<file path="src/rtl/dp_pkg.sv">
// Shared datapath types and width helpers for the convolution MAC pipeline.
package dp_pkg;

  typedef struct packed {
    logic valid;
    logic first;
    logic last;
  } stage_flags_t;

  function automatic int unsigned prod_width(input int unsigned data_width);
    return 2 * data_width;
  endfunction

  function automatic int unsigned sum_width(input int unsigned data_width,
                                            input int unsigned leaves);
    return 2 * data_width + $clog2(leaves);
  endfunction

  // Two same-signed operands producing an opposite-signed result cannot be a true sum.
  function automatic logic add_overflow(input logic a_sign, input logic b_sign,
                                        input logic r_sign);
    return (a_sign == b_sign) && (r_sign != a_sign);
  endfunction

endpackage

</file>
<file path="src/rtl/conv_adder_tree.sv">
// Combinational signed reduction of LEAVES products into one OUT_W-bit sum.
module conv_adder_tree #(
  parameter int unsigned LEAVES = 18,
  parameter int unsigned IN_W   = 16,
  parameter int unsigned OUT_W  = 21
) (
  input  logic [LEAVES-1:0][IN_W-1:0] leaves,
  output logic [OUT_W-1:0]            sum
);

  always_comb begin
    sum = '0;
    for (int unsigned i = 0; i < LEAVES; i++) begin
      sum = sum + OUT_W'($signed(leaves[i]));
    end
  end

endmodule

</file>
<file path="src/rtl/conv_mac_pipe.sv">
// Three-stage signed MAC for one OFM lane: products, adder tree, accumulate and emit.
module conv_mac_pipe
  import dp_pkg::*;
#(
  parameter int unsigned DATA_WIDTH    = 8,
  parameter int unsigned PARALLEL_IFM  = 2,
  parameter int unsigned KERNEL_WIDTH  = 3,
  parameter int unsigned KERNEL_HEIGHT = 3,
  parameter int unsigned ACC_WIDTH     = 24
) (
  input  logic                   clk,
  input  logic                   arst_n,
  input  logic                   in_valid,
  output logic                   in_ready,
  input  logic [PARALLEL_IFM-1:0][KERNEL_HEIGHT-1:0][KERNEL_WIDTH-1:0][DATA_WIDTH-1:0] in_window,
  input  logic [PARALLEL_IFM-1:0][KERNEL_HEIGHT-1:0][KERNEL_WIDTH-1:0][DATA_WIDTH-1:0] in_weight,
  input  logic [PARALLEL_IFM-1:0] pifm_active,
  input  logic                   acc_first,
  input  logic                   acc_last,
  output logic                   out_valid,
  input  logic                   out_ready,
  output logic [ACC_WIDTH-1:0]   out_psum,
  output logic                   out_overflow
);

  localparam int unsigned LEAVES = PARALLEL_IFM * KERNEL_HEIGHT * KERNEL_WIDTH;
  localparam int unsigned PROD_W = prod_width(DATA_WIDTH);
  localparam int unsigned SUM_W  = sum_width(DATA_WIDTH, LEAVES);

  logic                           advance;
  stage_flags_t                   s1_flags, s2_flags;
  logic [LEAVES-1:0][PROD_W-1:0]  prod_next, s1_prod;
  logic [SUM_W-1:0]               tree_sum;
  logic [ACC_WIDTH-1:0]           s2_sum;
  logic [ACC_WIDTH-1:0]           acc, acc_add, acc_next;
  logic                           acc_ovf, ovf_next;
  logic signed [PROD_W-1:0]       op_a, op_b;

  always_comb begin
    advance  = !out_valid || out_ready;
    in_ready = advance;
  end

  always_comb begin
    prod_next = '0;
    op_a      = '0;
    op_b      = '0;
    for (int unsigned c = 0; c < PARALLEL_IFM; c++) begin
      for (int unsigned r = 0; r < KERNEL_HEIGHT; r++) begin
        for (int unsigned k = 0; k < KERNEL_WIDTH; k++) begin
          op_a = PROD_W'($signed(in_window[c][r][k]));
          op_b = PROD_W'($signed(in_weight[c][r][k]));
          if (pifm_active[c])
            prod_next[(c * KERNEL_HEIGHT + r) * KERNEL_WIDTH + k] = op_a * op_b;
        end
      end
    end
  end

  conv_adder_tree #(
    .LEAVES(LEAVES),
    .IN_W  (PROD_W),
    .OUT_W (SUM_W)
  ) u_tree (
    .leaves(s1_prod),
    .sum   (tree_sum)
  );

  always_comb begin
    acc_add = acc + s2_sum;
    if (s2_flags.first) begin
      acc_next = s2_sum;
      ovf_next = 1'b0;
    end else begin
      acc_next = acc_add;
      ovf_next = acc_ovf | add_overflow(acc[ACC_WIDTH-1], s2_sum[ACC_WIDTH-1],
                                        acc_add[ACC_WIDTH-1]);
    end
  end

  always_ff @(posedge clk or negedge arst_n) begin
    if (!arst_n) begin
      s1_flags     <= '0;
      s1_prod      <= '0;
      s2_flags     <= '0;
      s2_sum       <= '0;
      acc          <= '0;
      acc_ovf      <= 1'b0;
      out_valid    <= 1'b0;
      out_psum     <= '0;
      out_overflow <= 1'b0;
    end else begin
      if (advance) begin
        s1_flags <= '{valid: in_valid, first: acc_first, last: acc_last};
        s1_prod  <= prod_next;
        s2_flags <= s1_flags;
        s2_sum   <= ACC_WIDTH'($signed(tree_sum));
        if (s2_flags.valid) begin
          acc     <= acc_next;
          acc_ovf <= ovf_next;
          if (s2_flags.last) begin
            out_psum     <= acc_next;
            out_overflow <= ovf_next;
          end
        end
      end
      // A committing last beat wins over the handshake that would clear out_valid.
      if (advance && s2_flags.valid && s2_flags.last)
        out_valid <= 1'b1;
      else if (out_valid && out_ready)
        out_valid <= 1'b0;
    end
  end

endmodule

</file>
<file path="config.mk">
export PLATFORM = sky130hd
export DESIGN_NAME = conv_mac_pipe
export DESIGN_NICKNAME = d
export VERILOG_FILES = /design/src/rtl/dp_pkg.sv /design/src/rtl/conv_adder_tree.sv /design/src/rtl/conv_mac_pipe.sv
export SDC_FILE = /design/constraint.sdc
export NUM_CORES = 2
export LEC_CHECK = 0
export CORE_ASPECT_RATIO = 0.7
export CORE_UTILIZATION = 55
export DETAILED_ROUTE_END_ITERATION = 6
export GPL_TIMING_DRIVEN = 1
export PLACE_DENSITY = 0.74
export SLEW_MARGIN = 20
export SYNTH_ARGS = -nofsm -noshare
export SYNTH_HDL_FRONTEND = slang
export SYNTH_SLANG_ARGS = --single-unit
</file>
<file path="constraint.sdc">
create_clock -name clk -period 6.94 [get_ports clk]
set_input_delay 1.388 -clock clk [delete_from_list [all_inputs] [get_ports clk]]
set_output_delay 1.388 -clock clk [all_outputs]
set_load 0.005 [all_outputs]
</file>
==> flow_summary.yaml <==
clocking:
  ctsHoldBuffers: 0
  path_clk_slew_ns: 0.07
  post_cts_buffers: 0
  clk_latency_ns: 0.57
  clock_sinks: 366
  htree_levels: 2
  clockBufferDepth: 3
  cts_tree: "done"
  root_buffer: "clkbuf_16"
  cts-resized-gates: 0
  cts_buffers: 38
grt:
  gr-usage-met2_pct: 40.9
  grtUsageMet3_pct: 4.90
  gr-max-usage-layer: "met1"
  first_global_vias: 48500
  grt_use_met1_pct: 42.9
  antenna_found_initial: 3
  grt_max_degree: 206
  grt_use_total_pct: 27.5
  grt-ovfl-total: 0
  grt_pass1_wl_mm: 262
route:
  wl_mm: 157
  drt-initial-drc-count: 3413
  wl_per_cell_um: 17.9
  ant_nets: 0
  drc: 0
  dr_total_vias: 46300
  vias_per_cell: 5.28
  drt-pass1-iter-count: 6
floorplan:
  dieWidth_um: 414
  die_area_um2: 120000
  placementRows: 105
  fp.coreArea_um2: 117000
  die-height_um: 290
  pin_count: 323
  start_util_pct: 55.6
logic_synthesis:
  synthSimpleGateAreaFrac_pct: 13.7
  synth_compound_area_share_pct: 7.43
  synth_mux_area_share_pct: 0.157
  synthesis.nets: 9060
  syn_avg_cell_area_um2: 9.41
  synthesis.area_um2: 65300
  synth_top_family_by_area: "adder cells"
  synth-xor-area-share_pct: 4.72
  yosysWarnings: 0
  synth_edf_count: 0
  yosysUniqueCellTypes: 55
  syn_inst: 6934
  synth_ff_type: "dfrtp_1"
  yosys.area_share.adder_pct: 49.4
  ys_seq_area_share_pct: 14.0
  ys_ff_latch: 366
  async_flop_share_pct: 100
timing:
  clock.fmax_ghz: 0.157
  finalSetupViolCount: 0
  rsz0062_at_grt: "no"
  finalMaxSlewViolations: 0
  slew_headroom_pct: 27.1
  tns_ns: 0
  timing.hold.ws_ns: 0.476
  skew_ns: 0.0255
  fin_crit_sh_pct: 92.0
  report.final.hold_viol_count: 0
  finalCriticalPeriod_ns: 6.38
  worst_pin_slew_ns: 1.09
placement:
  port_buffers: 322
  dp_hpwl_mm: 135
  place_congestion: 0.913
  placed_area_um2: 70200
setup_path:
  cp_common_cell: "fa_1"
  max_stage_delay_ns: 0.54
  crit_fanout: 4
  cp.arrival_ns: 6.84
  ff2ff_setup_slack_ns: 0.56
  required_ns: 7.40
  critPathSlowestCell: "fa_1"
  path_class: "flop to flop"
  worstRegToRegCells: 27
  r2r_end: "s2_sum[18]"
  worst_setup_path_end_kind: "flop"
  rr_startpoint: "s1_prod[0]"
  critPathLaunchType: "flop"
run_status:
  outcome: "finished clean"
min_path:
  hold_start: "s1_flags[1]"
  hp-class: "flop to flop"
  whs_path_depth: 2
  whs_endpoint: "s1_flags[1]"
run:
  drv_cap: 0
cells_and_area:
  fin_nets: 9321
  drive_gt1_share_pct: 1.58
  syn_to_final_growth_pct: 9.68
  final_area_um2: 71600
[worst max-delay path, delay by kind of cell, from the launching register on]
kind | cells | cell delay, ns
adders and majority gates | 7 | 2.66
AOI/OAI and AO/OA | 12 | 2.41
buffers and inverters | 4 | 0.25
and+or+nand+nor | 3 | 0.25
DFF | 1 | 0.38
xor gates and xnor gates | 1 | 0.31
[metal layers]
metal | part of all wire, % | up-vias
li1 | - | 21500
met3 | 7.4 | 149
met4 | 1.6 | 4
met2 | 44 | 1291
met1 | 47 | 23300
met5 | 0.011 | -
[cell families (layout without fill, tap and decap cells)]
kind of cell / Yosys count / after routing
buffers and inverters: 1839 / 2129
xor gates and xnor gates: 352 / 352
DFF: 366 / 366
AOI/OAI and AO/OA: 793 / 793
other: 0 / 3
adders and majority gates: 1830 / 1830
and+or+nand+nor: 1745 / 1745
muxes: 9 / 9
[synth_stat cells (3+ instances only)]
cell type  instances  area [um2]
o21ai_1           17        85.1
or2_2             11        68.8
nand3_1          145         726
nand4_1            5        31.3
o21bai_1          80         601
dfrtp_1          366        9160
nor2b_1            8        50.1
inv_1           1719        6450
nor4_1             3        18.8
nor3_1            33         165
fa_1            1242       24900
nand2_1          654        2450
a31oi_1            9        56.3
or3_1              5        31.3
xor2_1            66         578
o22ai_1           86         538
o21a_1            11        82.6
xnor2_1          286        2500
nor2_1            53         199
ha_1             588        7360
a211o_1            4        35.0
nand2b_1         142         888
clkbuf_1         102         383
buf_1             16        60.1
o31a_1             3        26.3
a2111oi_0          5        43.8
a21o_1            57         428
and2_1           654        4090
a21boi_0           3        22.5
o31ai_1           52         390
o211ai_1           3        22.5
a41oi_1           12         105
and3_1            21         131
mux2_2             6        67.6
a211oi_1          23         173
and4_1             6        52.6
o21ai_0          220        1100
a21oi_1          193         966
a311oi_1           4        35.0
[worst max-delay path by stage]
stage / startpoint / endpoint / slack (ns) / cells past startpoint
detailed placement: in_weight[0] / s1_prod[14] / 0.37 / 19
global placement: in_weight[0] / s1_prod[14] / 0.57 / 19
global route: s1_prod[0] / s2_sum[18] / 0.04 / 27
finish: s1_prod[0] / s2_sum[18] / 0.56 / 27
floorplan: s1_prod[242] / s2_sum[18] / 1.21 / 21
CTS: s1_prod[0] / s2_sum[18] / 0.65 / 27
[cell type report]
cell class,instances,area [um2]
Tap cell,1551,1940
Fill cell,9942,45900
Inverter,1720,6460
Clock buffer,57,1190
Clock inverter,12,198
Antenna cell,3,7.51
Multi-Input combinational cell,4729,49200
Sequential cell,366,9160
Timing Repair Buffer,340,3420
[sequential cells by signal, summed over array words and instances, names as in the netlist]
register,cells
s2_flags,3
acc,24
s2_sum,21
out_valid,1
out_psum,24
acc_ovf,1
s1_prod,288
out_overflow,1
s1_flags,3
[placed cells by master, fill, tap and decap left out, drive strengths merged, types with 12 or more instances in the layout]
cell	Yosys	layout
a21o	57	57
inv	1719	1720
nor2	53	53
o22ai	86	86
nand2	654	654
a21oi	195	195
buf	17	21
o31ai	52	52
nand2b	142	142
and2	654	654
o21bai	80	80
a211oi	25	25
nor3	33	33
xor2	66	66
dfrtp	366	366
xnor2	286	286
fa	1242	1242
clkbuf	102	57
a41oi	12	12
o21ai	237	237
nand3	145	145
clkdlybuf4s50	0	319
and3	21	21
ha	588	588
[through the flow]
stage | setup WS [ns] | cells | utilization [%]
finish | 0.558 | 8778 | 61.0
global route | 0.0407 | 8776 | 60.9
CTS | 0.648 | 8775 | 60.9
detailed placement | 0.371 | 8706 | 59.8
global placement | 0.568 | 8706 | 59.8
floorplan | 1.21 | 6934 | -
Power is left out: the tool's default activity adds up to more than one toggle a clock period on the data nets, which glitch-free logic cannot reach.
